## config.mk

```make
export PLATFORM = sky130hd
export DESIGN_NAME = id_ex_issue_flat
export DESIGN_NICKNAME = d
export VERILOG_FILES = /design/src/rtl/id_ex_issue_pkg.sv /design/src/rtl/id_ex_issue_if.sv /design/src/rtl/id_ex_issue_alu_code_decode.sv /design/src/rtl/id_ex_issue.sv /design/src/flat_wrapper.sv
export SDC_FILE = /design/constraint.sdc
export NUM_CORES = 1
export LEC_CHECK = 0
export BUFFER_PORTS_ARGS = -buffer_cell sky130_fd_sc_hd__buf_4
export CORE_MARGIN = 4
export CORE_UTILIZATION = 45
export CTS_BUF_LIST = sky130_fd_sc_hd__clkbuf_4 sky130_fd_sc_hd__clkbuf_8 sky130_fd_sc_hd__clkbuf_16
export CTS_CLUSTER_SIZE = 28
export DETAILED_ROUTE_END_ITERATION = 6
export GPL_ROUTABILITY_DRIVEN = 0
export MAX_ROUTING_LAYER = met4
export PLACE_DENSITY = 0.89
export SETUP_SLACK_MARGIN = 0.4
export SYNTH_ARGS = -nofsm -noshare
export SYNTH_HDL_FRONTEND = slang
export SYNTH_SLANG_ARGS = --single-unit
```

## constraint.sdc

```tcl
create_clock -name clk -period 2.6 [get_ports clk]
set_input_delay 0.52 -clock clk [delete_from_list [all_inputs] [get_ports clk]]
set_output_delay 0.52 -clock clk [all_outputs]
set_load 0.01 [all_outputs]
```

## src/rtl/id_ex_issue_pkg.sv

```systemverilog
// rtl/id_ex_issue_pkg.sv - ALU codes, ALUOp encodings and funct constants for the issue stage
package id_ex_issue_pkg;

    localparam logic [3:0] ALU_AND = 4'b0000;
    localparam logic [3:0] ALU_OR  = 4'b0001;
    localparam logic [3:0] ALU_ADD = 4'b0010;
    localparam logic [3:0] ALU_SLL = 4'b0011;
    localparam logic [3:0] ALU_SUB = 4'b0100;
    localparam logic [3:0] ALU_SGT = 4'b1000;
    localparam logic [3:0] ALU_SRL = 4'b1100;
    localparam logic [3:0] ALU_NOP = 4'b1111;

    localparam logic [1:0] ALUOP_MEM    = 2'b00;
    localparam logic [1:0] ALUOP_BRANCH = 2'b01;
    localparam logic [1:0] ALUOP_RTYPE  = 2'b10;
    localparam logic [1:0] ALUOP_ORI    = 2'b11;

    localparam logic [5:0] FUNCT_ADD = 6'b100000;
    localparam logic [5:0] FUNCT_SUB = 6'b100010;
    localparam logic [5:0] FUNCT_AND = 6'b100100;
    localparam logic [5:0] FUNCT_OR  = 6'b100101;
    localparam logic [5:0] FUNCT_SLT = 6'b101010;
    localparam logic [5:0] FUNCT_SLL = 6'b000000;
    localparam logic [5:0] FUNCT_SRL = 6'b000010;

endpackage

```

## src/rtl/id_ex_issue_if.sv

```systemverilog
// rtl/id_ex_issue_if.sv - decode-to-issue handshake and decoded instruction fields
interface id_ex_issue_if #(
    parameter int XLEN   = 32,
    parameter int REG_AW = 5
);
    logic              id_valid;
    logic              id_ready;
    logic [REG_AW-1:0] id_rs;
    logic [REG_AW-1:0] id_rt;
    logic [REG_AW-1:0] id_rd;
    logic [XLEN-1:0]   id_rs_data;
    logic [XLEN-1:0]   id_rt_data;
    logic [15:0]       id_imm;
    logic [4:0]        id_shamt;
    logic [1:0]        id_alu_op;
    logic [5:0]        id_funct;
    logic              id_alu_src;
    logic              id_reg_write;
    logic              id_mem_read;
    logic              id_mem_write;

    modport master (
        output id_valid, id_rs, id_rt, id_rd, id_rs_data, id_rt_data, id_imm, id_shamt,
               id_alu_op, id_funct, id_alu_src, id_reg_write, id_mem_read, id_mem_write,
        input  id_ready
    );

    modport slave (
        input  id_valid, id_rs, id_rt, id_rd, id_rs_data, id_rt_data, id_imm, id_shamt,
               id_alu_op, id_funct, id_alu_src, id_reg_write, id_mem_read, id_mem_write,
        output id_ready
    );
endinterface

```

## src/rtl/id_ex_issue_alu_code_decode.sv

```systemverilog
// rtl/id_ex_issue_alu_code_decode.sv - ALUOp/funct to ALU code, operand-swap and shift selects
module alu_code_decode
    import id_ex_issue_pkg::*;
(
    input  logic [1:0] alu_op,
    input  logic [5:0] funct,
    output logic [3:0] code,
    output logic       swap,
    output logic       shift_sel,
    output logic       illegal
);
    always_comb begin
        code      = ALU_NOP;
        swap      = 1'b0;
        shift_sel = 1'b0;
        illegal   = 1'b0;
        case (alu_op)
            ALUOP_MEM:    code = ALU_ADD;
            ALUOP_BRANCH: code = ALU_SUB;
            ALUOP_ORI:    code = ALU_OR;
            default: begin
                case (funct)
                    FUNCT_ADD: code = ALU_ADD;
                    FUNCT_SUB: code = ALU_SUB;
                    FUNCT_AND: code = ALU_AND;
                    FUNCT_OR:  code = ALU_OR;
                    // rs<rt is computed as rt>rs on the ALU's greater-than unit
                    FUNCT_SLT: begin code = ALU_SGT; swap = 1'b1; end
                    FUNCT_SLL: begin code = ALU_SLL; shift_sel = 1'b1; end
                    FUNCT_SRL: begin code = ALU_SRL; shift_sel = 1'b1; end
                    default:   illegal = 1'b1;
                endcase
            end
        endcase
    end
endmodule

```

## src/rtl/id_ex_issue.sv

```systemverilog
// rtl/id_ex_issue.sv - ID/EX register with operand forwarding and load-use hazard stall
module id_ex_issue
    import id_ex_issue_pkg::*;
#(
    parameter int XLEN   = 32,
    parameter int REG_AW = 5
) (
    input  logic              clk,
    input  logic              rst,
    id_ex_issue_if.slave      id,
    input  logic              fl_flush,
    input  logic              ex_ready,
    input  logic              exmem_reg_write,
    input  logic [REG_AW-1:0] exmem_rd,
    input  logic [XLEN-1:0]   exmem_result,
    input  logic              memwb_reg_write,
    input  logic [REG_AW-1:0] memwb_rd,
    input  logic [XLEN-1:0]   memwb_result,
    output logic              ex_valid,
    output logic [XLEN-1:0]   alu_a,
    output logic [XLEN-1:0]   alu_b,
    output logic [3:0]        alu_code,
    output logic [REG_AW-1:0] ex_rd,
    output logic              ex_reg_write,
    output logic              ex_mem_read,
    output logic              ex_mem_write,
    output logic [XLEN-1:0]   ex_store_data,
    output logic              ex_illegal
);
    logic [3:0]        dec_code;
    logic              dec_swap, dec_shift, dec_illegal;
    logic              uses_rt, hazard, hold, load;
    logic [REG_AW-1:0] rs_idx, rt_idx;
    logic [XLEN-1:0]   rs_data, rt_data, imm_ext, rs_fwd, rt_fwd, id_imm_ext;
    logic [4:0]        shamt;
    logic              swap, shift_sel, alu_src;

    alu_code_decode u_dec (
        .alu_op    (id.id_alu_op),
        .funct     (id.id_funct),
        .code      (dec_code),
        .swap      (dec_swap),
        .shift_sel (dec_shift),
        .illegal   (dec_illegal)
    );

    assign uses_rt = (id.id_alu_op == ALUOP_RTYPE) | id.id_mem_write | (id.id_alu_op == ALUOP_BRANCH);
    assign hazard  = ex_valid & ex_mem_read & (ex_rd != '0) &
                     ((ex_rd == id.id_rs) | (uses_rt & (ex_rd == id.id_rt)));
    assign hold        = ex_valid & ~ex_ready;
    assign id.id_ready = ~fl_flush & ~hazard & (~ex_valid | ex_ready);
    assign load        = id.id_valid & id.id_ready;
    assign id_imm_ext  = (id.id_alu_op == ALUOP_ORI) ? {{(XLEN-16){1'b0}}, id.id_imm}
                                                     : {{(XLEN-16){id.id_imm[15]}}, id.id_imm};

    // Flush, reset and an idle/stalled slot all collapse to the same bubble contents
    always_ff @(posedge clk) begin
        if (rst || fl_flush || !(hold || load)) begin
            ex_valid     <= 1'b0;
            ex_rd        <= '0;
            rs_idx       <= '0;
            rt_idx       <= '0;
            rs_data      <= '0;
            rt_data      <= '0;
            imm_ext      <= '0;
            shamt        <= '0;
            alu_code     <= ALU_NOP;
            swap         <= 1'b0;
            shift_sel    <= 1'b0;
            alu_src      <= 1'b0;
            ex_reg_write <= 1'b0;
            ex_mem_read  <= 1'b0;
            ex_mem_write <= 1'b0;
            ex_illegal   <= 1'b0;
        end else if (load) begin
            ex_valid     <= 1'b1;
            ex_rd        <= id.id_rd;
            rs_idx       <= id.id_rs;
            rt_idx       <= id.id_rt;
            rs_data      <= id.id_rs_data;
            rt_data      <= id.id_rt_data;
            imm_ext      <= id_imm_ext;
            shamt        <= id.id_shamt;
            alu_code     <= dec_code;
            swap         <= dec_swap;
            shift_sel    <= dec_shift;
            alu_src      <= id.id_alu_src;
            ex_reg_write <= id.id_reg_write & ~dec_illegal;
            ex_mem_read  <= id.id_mem_read;
            ex_mem_write <= id.id_mem_write;
            ex_illegal   <= dec_illegal;
        end
    end

    function automatic logic [XLEN-1:0] fwd(input logic [REG_AW-1:0] idx,
                                            input logic [XLEN-1:0]   data,
                                            input logic              em_we,
                                            input logic [REG_AW-1:0] em_rd,
                                            input logic [XLEN-1:0]   em_res,
                                            input logic              mw_we,
                                            input logic [REG_AW-1:0] mw_rd,
                                            input logic [XLEN-1:0]   mw_res);
        if (idx != '0 && em_we && em_rd == idx) return em_res;
        if (idx != '0 && mw_we && mw_rd == idx) return mw_res;
        return data;
    endfunction

    always_comb begin
        rs_fwd = fwd(rs_idx, rs_data, exmem_reg_write, exmem_rd, exmem_result,
                     memwb_reg_write, memwb_rd, memwb_result);
        rt_fwd = fwd(rt_idx, rt_data, exmem_reg_write, exmem_rd, exmem_result,
                     memwb_reg_write, memwb_rd, memwb_result);
        alu_a  = (swap || shift_sel) ? rt_fwd : rs_fwd;
        if (shift_sel)    alu_b = {{(XLEN-5){1'b0}}, shamt};
        else if (swap)    alu_b = rs_fwd;
        else if (alu_src) alu_b = imm_ext;
        else              alu_b = rt_fwd;
        ex_store_data = rt_fwd;
    end
endmodule

```

## src/flat_wrapper.sv

```systemverilog
// flat-port wrapper written by rule: the top's interface ports become plain ports
module id_ex_issue_flat import id_ex_issue_pkg::*;
#(
    parameter int XLEN   = 32,
    parameter int REG_AW = 5
)
  (clk, rst, fl_flush, ex_ready, exmem_reg_write, exmem_rd, exmem_result, memwb_reg_write, memwb_rd, memwb_result, ex_valid, alu_a, alu_b, alu_code, ex_rd, ex_reg_write, ex_mem_read, ex_mem_write, ex_store_data, ex_illegal, id_id_valid, id_id_rs, id_id_rt, id_id_rd, id_id_rs_data, id_id_rt_data, id_id_imm, id_id_shamt, id_id_alu_op, id_id_funct, id_id_alu_src, id_id_reg_write, id_id_mem_read, id_id_mem_write, id_id_ready);
  id_ex_issue_if #(.XLEN(XLEN), .REG_AW(REG_AW)) id_i ();
  input  logic clk;
  input  logic rst;
  input  logic fl_flush;
  input  logic ex_ready;
  input  logic exmem_reg_write;
  input  logic [REG_AW-1:0] exmem_rd;
  input  logic [XLEN-1:0] exmem_result;
  input  logic memwb_reg_write;
  input  logic [REG_AW-1:0] memwb_rd;
  input  logic [XLEN-1:0] memwb_result;
  output logic ex_valid;
  output logic [XLEN-1:0] alu_a;
  output logic [XLEN-1:0] alu_b;
  output logic [3:0] alu_code;
  output logic [REG_AW-1:0] ex_rd;
  output logic ex_reg_write;
  output logic ex_mem_read;
  output logic ex_mem_write;
  output logic [XLEN-1:0] ex_store_data;
  output logic ex_illegal;
  input wire logic [$bits(id_i.id_valid)-1:0] id_id_valid;
  input wire logic [$bits(id_i.id_rs)-1:0] id_id_rs;
  input wire logic [$bits(id_i.id_rt)-1:0] id_id_rt;
  input wire logic [$bits(id_i.id_rd)-1:0] id_id_rd;
  input wire logic [$bits(id_i.id_rs_data)-1:0] id_id_rs_data;
  input wire logic [$bits(id_i.id_rt_data)-1:0] id_id_rt_data;
  input wire logic [$bits(id_i.id_imm)-1:0] id_id_imm;
  input wire logic [$bits(id_i.id_shamt)-1:0] id_id_shamt;
  input wire logic [$bits(id_i.id_alu_op)-1:0] id_id_alu_op;
  input wire logic [$bits(id_i.id_funct)-1:0] id_id_funct;
  input wire logic [$bits(id_i.id_alu_src)-1:0] id_id_alu_src;
  input wire logic [$bits(id_i.id_reg_write)-1:0] id_id_reg_write;
  input wire logic [$bits(id_i.id_mem_read)-1:0] id_id_mem_read;
  input wire logic [$bits(id_i.id_mem_write)-1:0] id_id_mem_write;
  output wire logic [$bits(id_i.id_ready)-1:0] id_id_ready;
  assign id_i.id_valid = id_id_valid;
  assign id_i.id_rs = id_id_rs;
  assign id_i.id_rt = id_id_rt;
  assign id_i.id_rd = id_id_rd;
  assign id_i.id_rs_data = id_id_rs_data;
  assign id_i.id_rt_data = id_id_rt_data;
  assign id_i.id_imm = id_id_imm;
  assign id_i.id_shamt = id_id_shamt;
  assign id_i.id_alu_op = id_id_alu_op;
  assign id_i.id_funct = id_id_funct;
  assign id_i.id_alu_src = id_id_alu_src;
  assign id_i.id_reg_write = id_id_reg_write;
  assign id_i.id_mem_read = id_id_mem_read;
  assign id_i.id_mem_write = id_id_mem_write;
  assign id_id_ready = id_i.id_ready;
  id_ex_issue #(.XLEN(XLEN), .REG_AW(REG_AW)) u_core (.clk(clk), .rst(rst), .id(id_i), .fl_flush(fl_flush), .ex_ready(ex_ready), .exmem_reg_write(exmem_reg_write), .exmem_rd(exmem_rd), .exmem_result(exmem_result), .memwb_reg_write(memwb_reg_write), .memwb_rd(memwb_rd), .memwb_result(memwb_result), .ex_valid(ex_valid), .alu_a(alu_a), .alu_b(alu_b), .alu_code(alu_code), .ex_rd(ex_rd), .ex_reg_write(ex_reg_write), .ex_mem_read(ex_mem_read), .ex_mem_write(ex_mem_write), .ex_store_data(ex_store_data), .ex_illegal(ex_illegal));
endmodule
```

==> summary.md, run 1 <==
| Metric | Value |
|---|---|
| Status | `finished with violations` |
| Failing checks | `setup timing` |
| TritonCTS Buffers | `17` |
| H-tree depth | `4` |
| Leak pwr | `about 0.0054 uW` |
| Die X | `140 um` |
| RSZ-0062 raised after global routing | `true` |
| Setup TNS Final | `-67760 ps` |
| Sequential share of the synthesized area | `roughly 29%` |
| R2R Path Start | `u_core.ex_rd[2]` |
| Overflow after GRT | `0` |
| Ys flop type | `dfxtp_1` |
| Final setup viols | `96` |
| Slew @ Worst Pin | `around 1400 ps` |
| First-pass DRT Iterations | `7` |
| Setup CP Type | `flop to output pin` |
| Hold Crit Class | `input port to flop` |
| Worst vdd ir | `between 500 and 600 uV` |
| Number of max-slew violations in the final report | `0` |
| CP Launch Point | `u_core.rt_idx[0]` |
| Worst EP arrival | `slightly below 3000 ps` |
| Clock skew | `about 16 ps` |
| Final Hold Vio Count | `0` |
| Synth async-reset ratio | `0%` |
| Critical path launch point type | `flop` |
| Initial Utilization | `~46%` |
| Post-route ant nets | `0` |
| Nets | `1513` |
| Commonest non-fill, non-tap cell in the layout | `buf_4` |
| WL final | `around 43000 um` |
| Post-Synthesis Cells | `960` |
| DRC Markers | `0` |
| Slew Limit Headroom | `between 3 and 4%` |
| Max Cap Viol | `0` |
| Reg2reg setup slack | `approximately 220 ps` |
| Core Area | `~0.017 sq mm` |
| Register bit count reported by yosys | `113` |
| CTS Sinks | `approximately 110` |
| Critical path capture point type | `output pin` |
| Pwr Density | `~380 mW/mm^2` |
| IO Port Bufs | `303` |
| Critical Path RT | `between 2000 and 2500 ps` |
| CTS Root Cell | `clkbuf_16` |
| Crit path to | `alu_a[21]` |
| Num rows | `47` |
| Mapped Area | `a little under 0.008 sq mm` |
| Initial antenna violation count | `4` |
| Clk Latency, worst-skew pair | `roughly 420 ps` |
| First-pass GRT wire length | `about 53000 um` |
| Pin count of the biggest net entering global routing | `78` |
| Distinct cell type count after synthesis | `between 50 and 60` |
| Wirelength per Cell | `27.6 um` |
| Reg2reg path depth | `8` |
| DR vias | `between 10000 and 15000` |
| Post-synth EDFFs | `0` |
| Final WS setup | `-891 ps` |
| GRT Total Usage | `between 30% and 40%` |
| Maximum root-to-sink buffer count | `2` |
| Via density | `between 6 and 7` |
| DIE HEIGHT | `between 100 and 150 um` |
| Min Hold Slack | `about 340 ps` |
| Min Clock Period, post-route | `3490 ps` |
| Mapped Avg Cell Area | `a little over 8 sq um` |
| Clock-pin slew on the worst setup and hold paths | `about 60 ps` |
| IO Pins | `304` |
| Reg-to-Reg End | `u_core.rt_idx[4]` |
| Period Utilization, post-route | `134%` |
| Ys Warns | `0` |
| Area grow syn2layout | `74.3%` |
| Total die area | `roughly 0.02 sq mm` |
| Vias in the first global route | `9471` |
| DP HPWL | `around 24000 um` |
| Setup WS pre-CTS | `-524 ps` |
| Initial DRC Count | `~1500` |
| CTS tree | `yes` |
| Syn nets | `about 1200` |
| Critical path peak fanout | `5` |
| Most frequent cells in the layout | `309 x buf_4, 131 x o21ai_0, 107 x nand3_1` |
| Max Freq | `approximately 290 MHz` |
| Layout cell share with drive strength beyond 1 | `a little over 50%` |
-- registers in the layout (all words and copies together), names as in the netlist --
signal and count:
u_core.swap 1, u_core.ex_rd 5, u_core.alu_src 1, u_core.rs_idx 5, u_core.alu_code 4, u_core.imm_ext 17
u_core.ex_reg_write 1, u_core.shamt 5, u_core.rt_data 32, u_core.ex_mem_write 1, u_core.ex_mem_read 1, u_core.shift_sel 1
u_core.rt_idx 5, u_core.ex_illegal 1, u_core.rs_data 32, u_core.ex_valid 1
-- layer usage --
layer	vias up	share of wire, %	GRT usage, %
li1	4404	-	-
met1	5015	35	42.7
met2	1006	46	53.7
met3	265	12	6.62
met4	0	6.8	15.7
met5	-	0	-
-- power by group --
part	leakage (uW)	switching, uW	internal, uW
Combinational	0.00421	444	441
Sequential	0.000919	20.7	1750
Clock	0.000306	865	1670
-- logic make-up after synthesis --
family	synth area share, %
multiplexers	16.6
flip-flops	28.9
AND/OR/NAND/NOR	14.3
XOR/XNOR	3.36
buffers and inverters	6.42
AO/OA/AOI/OAI	30.3
-- through the flow --
| step | area [sq um] | total power (uW) | instances | util [%] |
|---|---|---|---|---|
| finish | 13600 | 5190 | 1556 | 81.0 |
| global route | 13600 | 5300 | 1556 | 81.0 |
| CTS | 12200 | 5020 | 1499 | 72.4 |
| detailed placement | 11300 | 2520 | 1463 | 67.0 |
| global placement | 11300 | 2510 | 1463 | 67.0 |
| floorplan | 8260 | 2090 | 960 | - |
-- cells in the mapped netlist, drive strengths merged, types with 5 or more instances --
library cell	count	share of area, %
clkbuf	83	4.1
buf	27	2.3
nand3	108	6.9
xor2	10	1.1
nand2	50	2.4
o221ai	11	1.2
o2bb2ai	16	1.8
a21oi	31	2.0
o21a	5	0.48
nand4	7	0.56
a211oi	108	10
a221oi	16	1.8
o21ai	149	9.5
o311a	5	0.64
nor3	7	0.45
a21o	12	1.2
nor2	30	1.5
mux2	64	10
xnor2	20	2.2
dfxtp	113	29
or2	5	0.40
mux2i	48	6.1
-- cell type report --
| cell class | count | area [sq um] |
|---|---|---|
| Inverter | 2 | 7.51 |
| Multi-Input combinational cell | 737 | 6060 |
| Clock buffer | 21 | 468 |
| Sequential cell | 113 | 2290 |
| Fill cell | 949 | 3190 |
| Timing Repair Buffer | 449 | 4370 |
| Antenna cell | 4 | 10.0 |
| Tap cell | 220 | 275 |
| Clock inverter | 10 | 159 |
-- worst max-delay path, stage by stage (launching register included) --
cell and delay, ps:
dfxtp_2 340, buf_6 130, xnor2_2 180, nand4_1 190, nor4_4 290, buf_4 230
clkbuf_16 170, mux2_4 330, mux2_4 290, mux2_4 280, buf_6 120
-- worst min-delay path by stage --
stage	slack, ps	start	endpoint	depth (start not counted)
global placement	470	u_core.rt_data[19]	u_core.rt_data[19]	2
detailed placement	480	u_core.imm_ext[1]	u_core.imm_ext[1]	2
global route	360	rst	u_core.alu_code[2]	3
CTS	340	rst	u_core.alu_code[2]	3
floorplan	450	u_core.imm_ext[30]	u_core.imm_ext[30]	2
finish	340	rst	u_core.alu_code[1]	3
-- repair_timing --
action	in CTS	in global routing
cloned	0	17
hold buffers	0	0
pin swaps	4	26
buffers inserted	5	36
resized for setup	62	168
setup endpoints to repair	206	206
(Power assumes the default switching activity.)
==> inputs of run 2 (changes only) <==
==> constraint.sdc (replaced) <==
create_clock -name clk -period 2.9 [get_ports clk]
set_input_delay 0.58 -clock clk [delete_from_list [all_inputs] [get_ports clk]]
set_output_delay 0.58 -clock clk [all_outputs]
set_load 0.01 [all_outputs]
==> summary.md, run 2 (synthesis gave the netlist of run 1 again) <==
| Metric | Value |
|---|---|
| Status | `finished with violations` |
| Failing checks | `setup timing` |
| Pin count of the biggest net entering global routing | `86 (+10%)` |
| Total die area | `0.0195 sq mm (unchanged)` |
| Final setup viols | `96 (unchanged)` |
| Crit-path leading delay family | `simple AND/OR/NAND/NOR gates` |
| Reg2reg path depth | `9 (+1)` |
| Initial DRC Count | `1104 (-27%)` |
| Design area | `0.0123 sq mm (-9.8%)` |
| RSZ-0062 raised after global routing | `true` |
| First-pass DRT Iterations | `6 (-1)` |
| R2R Path Start | `u_core.ex_rd[0]` |
| Min Clock Period, post-route | `roughly 3600 ps` |
| Initial antenna violation count | `4 (unchanged)` |
| Worst-path cell chain | `or4_1 > nor2_2 > nor4_2 > buf_4 > buf_12 > o21ai_0 > mux2_4 > buf_6` |
| Die X | `140 um (unchanged)` |
| WHS Endpoint | `u_core.alu_code[1]` |
| DRC Markers | `0 (unchanged)` |
| Critical Path RT | `2320 ps (+240 ps)` |
| Wirelength per Cell | `24.1 um (-13%)` |
| Critical path peak fanout | `53 (+48)` |
| Fillers | `1140 (+20%)` |
| Clock-pin slew on the worst setup and hold paths | `60 ps (about the same)` |
| Nets | `1458 (-3.6%)` |
| Commonest non-fill, non-tap cell in the layout | `buf_4` |
| Num rows | `47 (unchanged)` |
| Setup CP Type | `flop to output pin` |
| Top sig layer | `met4` |
| Met2 wire length | `17100 um (-14%)` |
| Met3 wire length | `3900 um (-25%)` |
| Via density | `6.50 (-5.4%)` |
| CTS Root Cell | `clkbuf_16` |
| Hold path cells | `3 (unchanged)` |
| Post-DP Area | `0.0110 sq mm (-2.4%)` |
| Maximum root-to-sink buffer count | `2 (unchanged)` |
| Area grow syn2layout | `57.2%` |
| Overflow after GRT | `0 (unchanged)` |
| Min Hold Slack | `403 ps (+58.8 ps)` |
| Max Cap Viol | `0 (unchanged)` |
| Reg2reg setup slack | `620 ps (+400 ps)` |
| DR vias | `9757 (-8.7%)` |
| Vias in the first global route | `9746 (+2.9%)` |
| Clock skew | `11.9 ps (-4.10 ps)` |
| H-tree depth | `4 (unchanged)` |
| CP bufs+invs | `3 (-1)` |
| Critical path capture point type | `output pin` |
| Non-Filler Instances | `1501 (-3.5%)` |
| Worst Min Path Start | `rst` |
| Post-route ant nets | `0 (unchanged)` |
| TritonCTS Buffers | `17 (unchanged)` |
| Post-layout util | `73.1% (-7.9 points)` |
| First-pass GRT wire length | `54000 um (+2.5%)` |
| Slew Limit Headroom | `43.5% (+40 points)` |
| CTS Sinks | `113 (unchanged)` |
| CTS tree | `yes` |
| Core Area | `0.0168 sq mm (unchanged)` |
| Initial Utilization | `46.5% (unchanged)` |
| Hold Crit Class | `input port to flop` |
| Layout cell share with drive strength beyond 1 | `46.0% (-5.1 points)` |
| Reg-to-Reg End | `u_core.rs_data[26]` |
| Pwr Density | `348 mW/mm^2 (-8.7%)` |
| Critical path launch point type | `flop` |
| IO Pins | `304 (unchanged)` |
| Period Utilization, post-route | `124%` |
| Final Hold Vio Count | `0 (unchanged)` |
| Worst vdd ir | `389 uV (-23%)` |
| DP HPWL | `23900 um (+0.37%)` |
| Slowest cell on the critical path | `o21ai_0` |
| WL final | `36200 um (-16%)` |
| Cts hold-fix bufs | `0 (unchanged)` |
| DIE HEIGHT | `140 um (unchanged)` |
| Routed met1 length | `13100 um (-13%)` |
| Number of max-slew violations in the final report | `0 (unchanged)` |
| Final WS setup | `-690 ps (+201 ps)` |
| Setup WS pre-CTS | `-288 ps (+236 ps)` |
| Worst EP arrival | `3010 ps (+40 ps)` |
| Placed insts | `1452 (-0.75%)` |
| Critical Path Max Stage Delay | `620 ps (+280 ps)` |
| IO Port Bufs | `303 (unchanged)` |
| Leak pwr | `0.00493 uW (-9.3%)` |
| GRT Total Usage | `34.9% (+0.70 points)` |
| Biggest regs | `u_core.rs_data (32), u_core.rt_data (32), u_core.imm_ext (17)` |
| Most frequent cells in the layout | `327 x buf_4, 137 x o21ai_0, 108 x nand3_1, 108 x a211oi_1, 105 x dfxtp_1` |
| Clk Latency, worst-skew pair | `410 ps (about the same)` |
| Slew @ Worst Pin | `848 ps (-602 ps)` |
| Max Freq | `between 200 and 300 MHz` |
==> run 2: cell types whose count changed in the layout (fill, tap and decap cells not counted), sizes merged <==
cell      before  now
buf          439  395
clkbuf        31   23
clkinv         4    8
bufinv         4    1
and2           5    3
clkinvlp       2    0
==> run 2: power breakdown <==
part | leakage, uW | switching [uW] | internal, uW
sequential | 0.000917 | 17.1 | 1570
combinational | 0.00373 | 343 | 348
clock | 0.000284 | 747 | 1240
total | 0.00493 | 1110 | 3170
==> run 2: area by class of cell <==
class / count / area [sq um] / share of cell area, %
Multi-Input combinational cell: 735 / 5750 / 46.8
Timing Repair Buffer: 396 / 3410 / 27.8
Sequential cell: 113 / 2270 / 18.5
Clock buffer: 22 / 475 / 3.87
Tap cell: 220 / 275 / 2.24
Clock inverter: 9 / 85.1 / 0.692
Antenna cell: 4 / 10.0 / 0.0814
Inverter: 2 / 7.51 / 0.0611
==> run 2: worst reg2reg max path: stages, from the launching register on <==
cell and delay [ps]:
dfxtp_2 350, xnor2_1 180, nand3_1 110, nor3_2 130, buf_4 170, o2111a_4 250, buf_4 150, buf_12 270
o21ai_0 250, a211oi_1 320
==> run 2: metal layers <==
| metal | track usage (%) | vias to the layer above |
|---|---|---|
| li1 | - | 4270 |
| met1 | 41.3 | 4598 |
| met2 | 56.1 | 732 |
| met3 | 7.82 | 157 |
| met4 | 17.4 | 0 |
| met5 | - | - |
==> run 2: per-stage QoR <==
stage                     total power, uW  TNS [ps]
final                                4270    -32110
after global routing                 4390    -39700
after CTS                            4240    -28280
after detailed placement             2260     -9340
after global placement               2240     -5660
after floorplan                      1870         0
==> run 2: worst max path at each step <==
| stage | start | cells past startpoint | slack (ps) | to |
|---|---|---|---|---|
| CTS | u_core.rt_idx[1] | 9 | -450 | alu_a[30] |
| global placement | memwb_rd[1] | 10 | -190 | alu_a[29] |
| global route | u_core.rs_idx[0] | 8 | -750 | alu_a[24] |
| floorplan | memwb_rd[0] | 7 | 110 | alu_a[16] |
| detailed placement | exmem_rd[4] | 8 | -290 | alu_b[26] |
| finish | u_core.rs_idx[0] | 8 | -690 | alu_a[24] |
==> run 2: timing repair <==
item | 4_1_cts | 5_1_grt
pin swaps | 11 | 16
endpoints found under the hold margin | 0 | 0
setup endpoints to repair | 97 | 97
gates resized for setup | 73 | 46
buffers inserted | 7 | 5
cloned | 1 | 1
